`src/rtl/field_packer_pkg.sv`:
```
// Shared types and helpers for the field packer.
// FIFO entries carry FP_MAX_W data bits, so the packer supports OUT_W up to FP_MAX_W.
package field_packer_pkg;

   localparam int unsigned FP_MAX_W  = 64;
   localparam int unsigned FP_BITS_W = $clog2(FP_MAX_W + 1);

   typedef enum logic {
      ACCUM = 1'b0,
      FLUSH = 1'b1
   } fp_state_t;

   typedef struct packed {
      logic [FP_MAX_W-1:0]  data;
      logic [FP_BITS_W-1:0] bits;
      logic                 last;
   } fp_entry_t;

   // Field length with anything above the maximum field width clamped to it.
   function automatic int unsigned fp_clamp_len(input int unsigned len, input int unsigned max_w);
      return (len > max_w) ? max_w : len;
   endfunction

endpackage

```
`src/rtl/field_packer_fifo.sv`:
```
// Circular-buffer FIFO holding packed output words; DEPTH need not be a power of two.
module field_packer_fifo
   import field_packer_pkg::*;
#(
   parameter int unsigned W     = 8,
   parameter int unsigned DEPTH = 4
) (
   input  logic                         clk,
   input  logic                         rst,
   input  logic                         i_push,
   input  logic [W-1:0]                 i_data,
   input  logic                         i_pop,
   output logic [W-1:0]                 o_data,
   output logic [$clog2(DEPTH+1)-1:0]   o_count,
   output logic                         o_valid
);

   localparam int unsigned PW = $clog2(DEPTH);
   localparam int unsigned CW = $clog2(DEPTH + 1);

   logic [W-1:0]  r_mem [DEPTH];
   logic [PW-1:0] r_wr;
   logic [PW-1:0] r_rd;
   logic [CW-1:0] r_count;
   logic          w_push;
   logic          w_pop;

   function automatic logic [PW-1:0] f_next(input logic [PW-1:0] p);
      return (p == PW'(DEPTH - 1)) ? '0 : p + PW'(1);
   endfunction

   assign w_pop   = i_pop && (r_count != '0);
   assign w_push  = i_push && (r_count != CW'(DEPTH));
   assign o_valid = (r_count != '0);
   assign o_count = r_count;
   assign o_data  = o_valid ? r_mem[r_rd] : '0;

   // Storage array: written on push only, never reset (reads are gated by o_valid).
   always_ff @(posedge clk) begin
      if (w_push) r_mem[r_wr] <= i_data;
   end

   // Pointers and occupancy; push with pop leaves the count unchanged.
   always_ff @(posedge clk or posedge rst) begin
      if (rst) begin
         r_wr    <= '0;
         r_rd    <= '0;
         r_count <= '0;
      end else begin
         if (w_push) r_wr <= f_next(r_wr);
         if (w_pop)  r_rd <= f_next(r_rd);
         case ({w_push, w_pop})
            2'b10:   r_count <= r_count + CW'(1);
            2'b01:   r_count <= r_count - CW'(1);
            default: r_count <= r_count;
         endcase
      end
   end

endmodule

```
`src/rtl/field_packer.sv`:
```
// Variable-length field packer: accumulates 0..IN_W-bit fields into OUT_W-bit words,
// flushes a partial word at packet end, and buffers words in a DEPTH-entry FIFO.
// Define FIELD_PACKER_MSB_FIRST_EN to pack fields MSB-first (left-aligned words).
module field_packer
   import field_packer_pkg::*;
#(
   parameter int unsigned OUT_W = 32,
   parameter int unsigned IN_W  = 8,
   parameter int unsigned DEPTH = 4
) (
   input  logic                        clk,
   input  logic                        rst,
   input  logic                        in_valid,
   output logic                        in_ready,
   input  logic [IN_W-1:0]             in_data,
   input  logic [$clog2(IN_W+1)-1:0]   in_len,
   input  logic                        in_last,
   output logic                        out_valid,
   input  logic                        out_ready,
   output logic [OUT_W-1:0]            out_data,
   output logic [$clog2(OUT_W+1)-1:0]  out_bits,
   output logic                        out_last
);

   localparam int unsigned LW = $clog2(IN_W + 1);
   localparam int unsigned BW = $clog2(OUT_W + 1);
   localparam int unsigned AW = OUT_W + IN_W;
   localparam int unsigned FW = $clog2(AW + 1);
   localparam int unsigned IW = $clog2(AW);
   localparam int unsigned CW = $clog2(DEPTH + 1);
   localparam int unsigned EW = $bits(fp_entry_t);
`ifdef FIELD_PACKER_MSB_FIRST_EN
   localparam int unsigned WORD_LSB = AW - OUT_W;
`else
   localparam int unsigned WORD_LSB = 0;
`endif

   fp_state_t      r_state;
   fp_state_t      w_state_n;
   logic [AW-1:0]  r_acc;
   logic [AW-1:0]  w_acc_n;
   logic [AW-1:0]  w_acc_ins;
   logic [BW-1:0]  r_fill;
   logic [BW-1:0]  w_fill_n;
   logic [LW-1:0]  w_len;
   logic [IN_W:0]  w_one_hot;
   logic [IN_W-1:0] w_mask;
   logic [IN_W-1:0] w_field;
   logic [FW-1:0]  w_fill_sum;
   logic [FW-1:0]  w_rem;
   logic [IW-1:0]  w_pos;
   logic           w_space;
   logic           w_accept;
   logic           w_push;
   logic           w_pop;
   fp_entry_t      w_push_e;
   fp_entry_t      w_head;
   logic [CW-1:0]  w_count;
   logic           w_unused;

   assign w_space  = (w_count < CW'(DEPTH));
   assign in_ready = !rst && (r_state == ACCUM) && w_space;
   assign w_accept = in_valid && in_ready;
   assign w_pop    = out_valid && out_ready;

   // Field conditioning: clamp length, mask stray high bits, place into the accumulator.
   always_comb begin
      w_len      = LW'(fp_clamp_len(32'(in_len), IN_W));
      w_one_hot  = (IN_W+1)'(1) << w_len;
      w_mask     = IN_W'(w_one_hot - (IN_W+1)'(1));
      w_field    = in_data & w_mask;
      w_fill_sum = FW'(r_fill) + FW'(w_len);
      w_acc_ins  = r_acc;
`ifdef FIELD_PACKER_MSB_FIRST_EN
      w_field    = w_field << (LW'(IN_W) - w_len);
      w_pos      = IW'(AW - 1) - IW'(r_fill);
      w_acc_ins[w_pos -: IN_W] = w_field;
`else
      w_pos      = IW'(r_fill);
      w_acc_ins[w_pos +: IN_W] = w_field;
`endif
   end

   // Next-state logic: word completion, residue flush, FIFO push request.
   always_comb begin
      w_state_n = r_state;
      w_acc_n   = r_acc;
      w_fill_n  = r_fill;
      w_rem     = w_fill_sum;
      w_push    = 1'b0;
      w_push_e  = '0;
      case (r_state)
         ACCUM: begin
            if (w_accept) begin
               w_acc_n = w_acc_ins;
               if (w_fill_sum >= FW'(OUT_W)) begin
                  w_push        = 1'b1;
                  w_push_e.data = FP_MAX_W'(w_acc_ins[WORD_LSB +: OUT_W]);
                  w_push_e.bits = FP_BITS_W'(OUT_W);
                  w_push_e.last = in_last && (w_fill_sum == FW'(OUT_W));
`ifdef FIELD_PACKER_MSB_FIRST_EN
                  w_acc_n       = w_acc_ins << OUT_W;
`else
                  w_acc_n       = w_acc_ins >> OUT_W;
`endif
                  w_rem         = w_fill_sum - FW'(OUT_W);
               end
               w_fill_n = BW'(w_rem);
               if (in_last) begin
                  if (w_rem != '0) begin
                     w_state_n = FLUSH;
                  end else begin
                     w_acc_n  = '0;
                     w_fill_n = '0;
                  end
               end
            end
         end
         FLUSH: begin
            if (w_space) begin
               w_push        = 1'b1;
               w_push_e.data = FP_MAX_W'(r_acc[WORD_LSB +: OUT_W]);
               w_push_e.bits = FP_BITS_W'(r_fill);
               w_push_e.last = 1'b1;
               w_acc_n       = '0;
               w_fill_n      = '0;
               w_state_n     = ACCUM;
            end
         end
         default: w_state_n = ACCUM;
      endcase
   end

   // State, accumulator and fill registers; reset discards any residue.
   always_ff @(posedge clk or posedge rst) begin
      if (rst) begin
         r_state <= ACCUM;
         r_acc   <= '0;
         r_fill  <= '0;
      end else begin
         r_state <= w_state_n;
         r_acc   <= w_acc_n;
         r_fill  <= w_fill_n;
      end
   end

   field_packer_fifo #(
      .W     (EW),
      .DEPTH (DEPTH)
   ) u_fifo (
      .clk     (clk),
      .rst     (rst),
      .i_push  (w_push),
      .i_data  (w_push_e),
      .i_pop   (w_pop),
      .o_data  (w_head),
      .o_count (w_count),
      .o_valid (out_valid)
   );

   assign out_data = w_head.data[OUT_W-1:0];
   assign out_bits = w_head.bits[BW-1:0];
   assign out_last = w_head.last;
   assign w_unused = ^{w_head.data, w_head.bits};

endmodule

```
`config.mk`:
```
export PLATFORM = sky130hd
export DESIGN_NAME = field_packer
export DESIGN_NICKNAME = d
export VERILOG_FILES = /design/src/rtl/field_packer_pkg.sv /design/src/rtl/field_packer_fifo.sv /design/src/rtl/field_packer.sv
export SDC_FILE = /design/constraint.sdc
export NUM_CORES = 1
export LEC_CHECK = 0
export CORE_ASPECT_RATIO = 1.5
export CORE_MARGIN = 10
export CORE_UTILIZATION = 55
export DETAILED_ROUTE_END_ITERATION = 6
export MAX_ROUTING_LAYER = met4
export PLACE_DENSITY = 0.77
export SLEW_MARGIN = 10
export SYNTH_ARGS = -nofsm -noshare
export SYNTH_HDL_FRONTEND = slang
export SYNTH_SLANG_ARGS = --single-unit
```
`constraint.sdc`:
```
create_clock -name clk -period 2.7 [get_ports clk]
set_input_delay 0.405 -clock clk [delete_from_list [all_inputs] [get_ports clk]]
set_output_delay 0.405 -clock clk [all_outputs]
set_load 0.01 [all_outputs]
```
==> metrics <==
status finished, violations left; failing checks negative setup slack; worst ir drop on vdd 0.001465 V; WP data arrival 3180 ps; leading area contributor after synthesis edfxtp_1; Reg2Reg Capture Point r_acc[10]; RSZ-0062 raised after global routing true; sequential power share 19.9%; H-tree levels 1; DRT antenna net count 0; Worst Tran Pin Value 945.2 ps; clk_skew 19.81 ps; Post-Route WL 39860 um; Total GRT Usage 29.18%; first-pass GRT wire length 57640 um; largest net degree at the start of global routing 32; die area 26190 sq um; Layout area overhead 41.42%; dpl ws -968.7 ps; I/O pins 58; GPL Wtd Cong 1.010; clk root buf clkbuf_16; LEAKAGE 5.796 nW; layout cells sized above 1 41.50%; synth top area cells edfxtp_1 43%, dfrtp_1 12%, mux4_2 8.2%; Core Util, Final 78.99%; number of global-route vias before repair 9790; reg2reg start r_fill[0]; crit path cell chain ha_4, fa_2, buf_6, nor3_2, and4b_2, o221ai_4, nand3_4, buf_12, buf_6, a21oi_2, o21ai_1, o21ai_1; post-synth top area share 42.56%; CTS tree yes; Synth Cell Area 11010 sq um; Sw Share 43.36%; Worst-path clk slew 70 ps; ys flop type edfxtp_1; slowest stage delay, CP 540 ps; post-layout min period 2765 ps; Setup WS post-layout -64.80 ps; vias 9754; Post-Syn Area per Cell 11.90 sq um; post-DP HPWL 25430 um; DR vias/cell 6.617; crit-path max FO 7; most common cell after layout, fill and taps aside buf_4; sequential share of the synthesized area 54.84%; number of flops mapped to enable cells by yosys 156; Mapped Nets 956; R2R cell count 12; Finish-stage setup viols 15; critical path class register to register; remaining global-route overflow 0; Gate power share 66.0%; max-cap viol count 0; Yosys cell types 80; fmax 361.7 MHz; R2R setup slack -60 ps; Synth Instances 925; CTS buffer count 20; DRT iter0 DRCs 972; cell area power density 1380 nW/um^2; # clock sinks 210; commonest cells after routing, fill and taps aside 198 x buf_4, 156 x edfxtp_1, 85 x nand2_1; die width 135.5 um; met1 wire length 13550 um; post-synthesis register bit count 210; max-slew violations 0; period utilization 102.4%; Worst slew margin 36.75%; number of hold buffers added after cts 0; Final TNS setup -299.7 ps; count of input and output buffers 57; Worst Path Required 3120 ps; CP Launch Type register; wire length on met3 2574 um; DR WL/cell 27.04 um; uppermost routed layer met4; dpl cells 1397; fin cells 1474; later-pin clock latency in the skew report 510 ps; Die Ht 193.3 um; Initial DRT Pass Iterations 6; row cnt 63; Final Hold Viols 0; critical-path cell with the highest stage delay fa_2; Async SR Flop Fraction 25.71%; Starting Density 55.85%; internal power 0.01217 W; # DRC 0; power share of the clock group 14.1%; nets 1229; maximum clock path buffer count 3; initial antenna violation count 1; area of the core 19710 sq um; HP Class input pin to asynchronous set/reset pin; NetSw 0.009318 W; CP endpoint kind register; Ys Warns 0; met2 wire length 21080 um
==> power groups by stage <==
stage,registers [W],logic [W],clock network [W]
floorplan,0.00415,0.00599,0
global placement,0.00424,0.0118,0
detailed placement,0.00426,0.0119,0
CTS,0.00423,0.0126,0.00298
global route,0.00431,0.0149,0.00312
finish,0.00428,0.0142,0.00303
==> flip-flops by register name, indices dropped and copies added, names as in the netlist <==
signal / cells
u_fifo.o_count: 3
u_fifo.r_mem: 156
u_fifo.r_rd: 2
r_state: 1
r_acc: 40
r_fill: 6
u_fifo.r_wr: 2
==> metrics by stage <==
stage / total power (W) / hold slack [ps] / area (sq um)
final: 0.02149 / 287.4 / 15570
after detailed placement: 0.01611 / 473.4 / 13770
after global placement: 0.01600 / 468.9 / 13770
after global routing: 0.02229 / 321.7 / 15560
after CTS: 0.01980 / 306.1 / 14970
after floorplan: 0.01014 / 449.2 / 11300
==> cells by family (layout without fill, tap and decap cells) <==
| family | count (synthesis) | count (layout) | share of synthesized area [%] |
|---|---|---|---|
| buffers and inverters | 76 | 363 | 2.831 |
| AND/OR/NAND/NOR | 291 | 291 | 13.65 |
| XOR/XNOR | 14 | 14 | 1.182 |
| flip-flops | 210 | 210 | 54.84 |
| multiplexers | 52 | 52 | 9.321 |
| AO/OA/AOI/OAI | 268 | 268 | 16.45 |
| adder cells (fa/ha/maj) | 14 | 14 | 1.728 |
| other | 0 | 2 | 0 |
==> synthesized netlist by cell type, types with 9 or more instances <==
library cell	count
nand3_1	16
o211ai_1	10
nand2b_1	10
o22ai_1	15
o21ai_0	89
buf_2	15
edfxtp_1	156
dfrtp_1	54
nor2b_1	9
mux4_2	40
inv_1	16
a22o_1	24
nor3_1	18
a21oi_1	39
clkbuf_1	35
nand2_1	94
and2_1	56
ha_1	12
nor2_1	48
==> how the worst max path moves through the flow <==
stage	startpoint	to	slack, ps	depth (start not counted)
2_1_floorplan	in_len[3]	u_fifo.r_mem[0][17]	-280	11
3_3_place_gp	in_len[2]	u_fifo.r_mem[0][11]	-930	10
3_5_place_dp	in_len[2]	u_fifo.r_mem[1][11]	-970	10
4_1_cts	in_len[2]	u_fifo.r_mem[3][21]	-40	11
5_1_grt	r_fill[0]	r_acc[10]	-170	12
6_report	r_fill[0]	r_acc[10]	-60	12
==> critical path: cells and delay by family (launching register included) <==
kind	cells	cell delay, ps
adder cells (fa/ha/maj)	2	730
AO/OA/AOI/OAI	4	610
flip-flops	1	470
AND/OR/NAND/NOR	3	440
buffers and inverters	3	410
==> final cells by class <==
| type | instances | area, sq um |
|---|---|---|
| diodes | 2 | 5.005 |
| clock buffers | 26 | 554.3 |
| clock inverters | 10 | 133.9 |
| fillers | 1123 | 4140 |
| inverters | 17 | 63.81 |
| multi-input cells | 639 | 5549 |
| flip-flops and latches | 210 | 6042 |
| well taps | 260 | 325.3 |
| repair buffers | 310 | 2893 |
==> per-layer routing <==
metal | vias up | GRT usage [%]
met3 | 190 | 3.034
met4 | 0 | 17.03
met1 | 4806 | 30.99
li1 | 4128 | -
met5 | - | -
met2 | 630 | 50.99
==> repair_timing <==
action	in CTS	in global routing
gates cloned	3	0
gates resized for setup	135	123
pin swaps	27	40
setup buffers	23	19
endpoints found under the setup margin	204	171
Note: power is estimated with default switching activity, not from simulation.
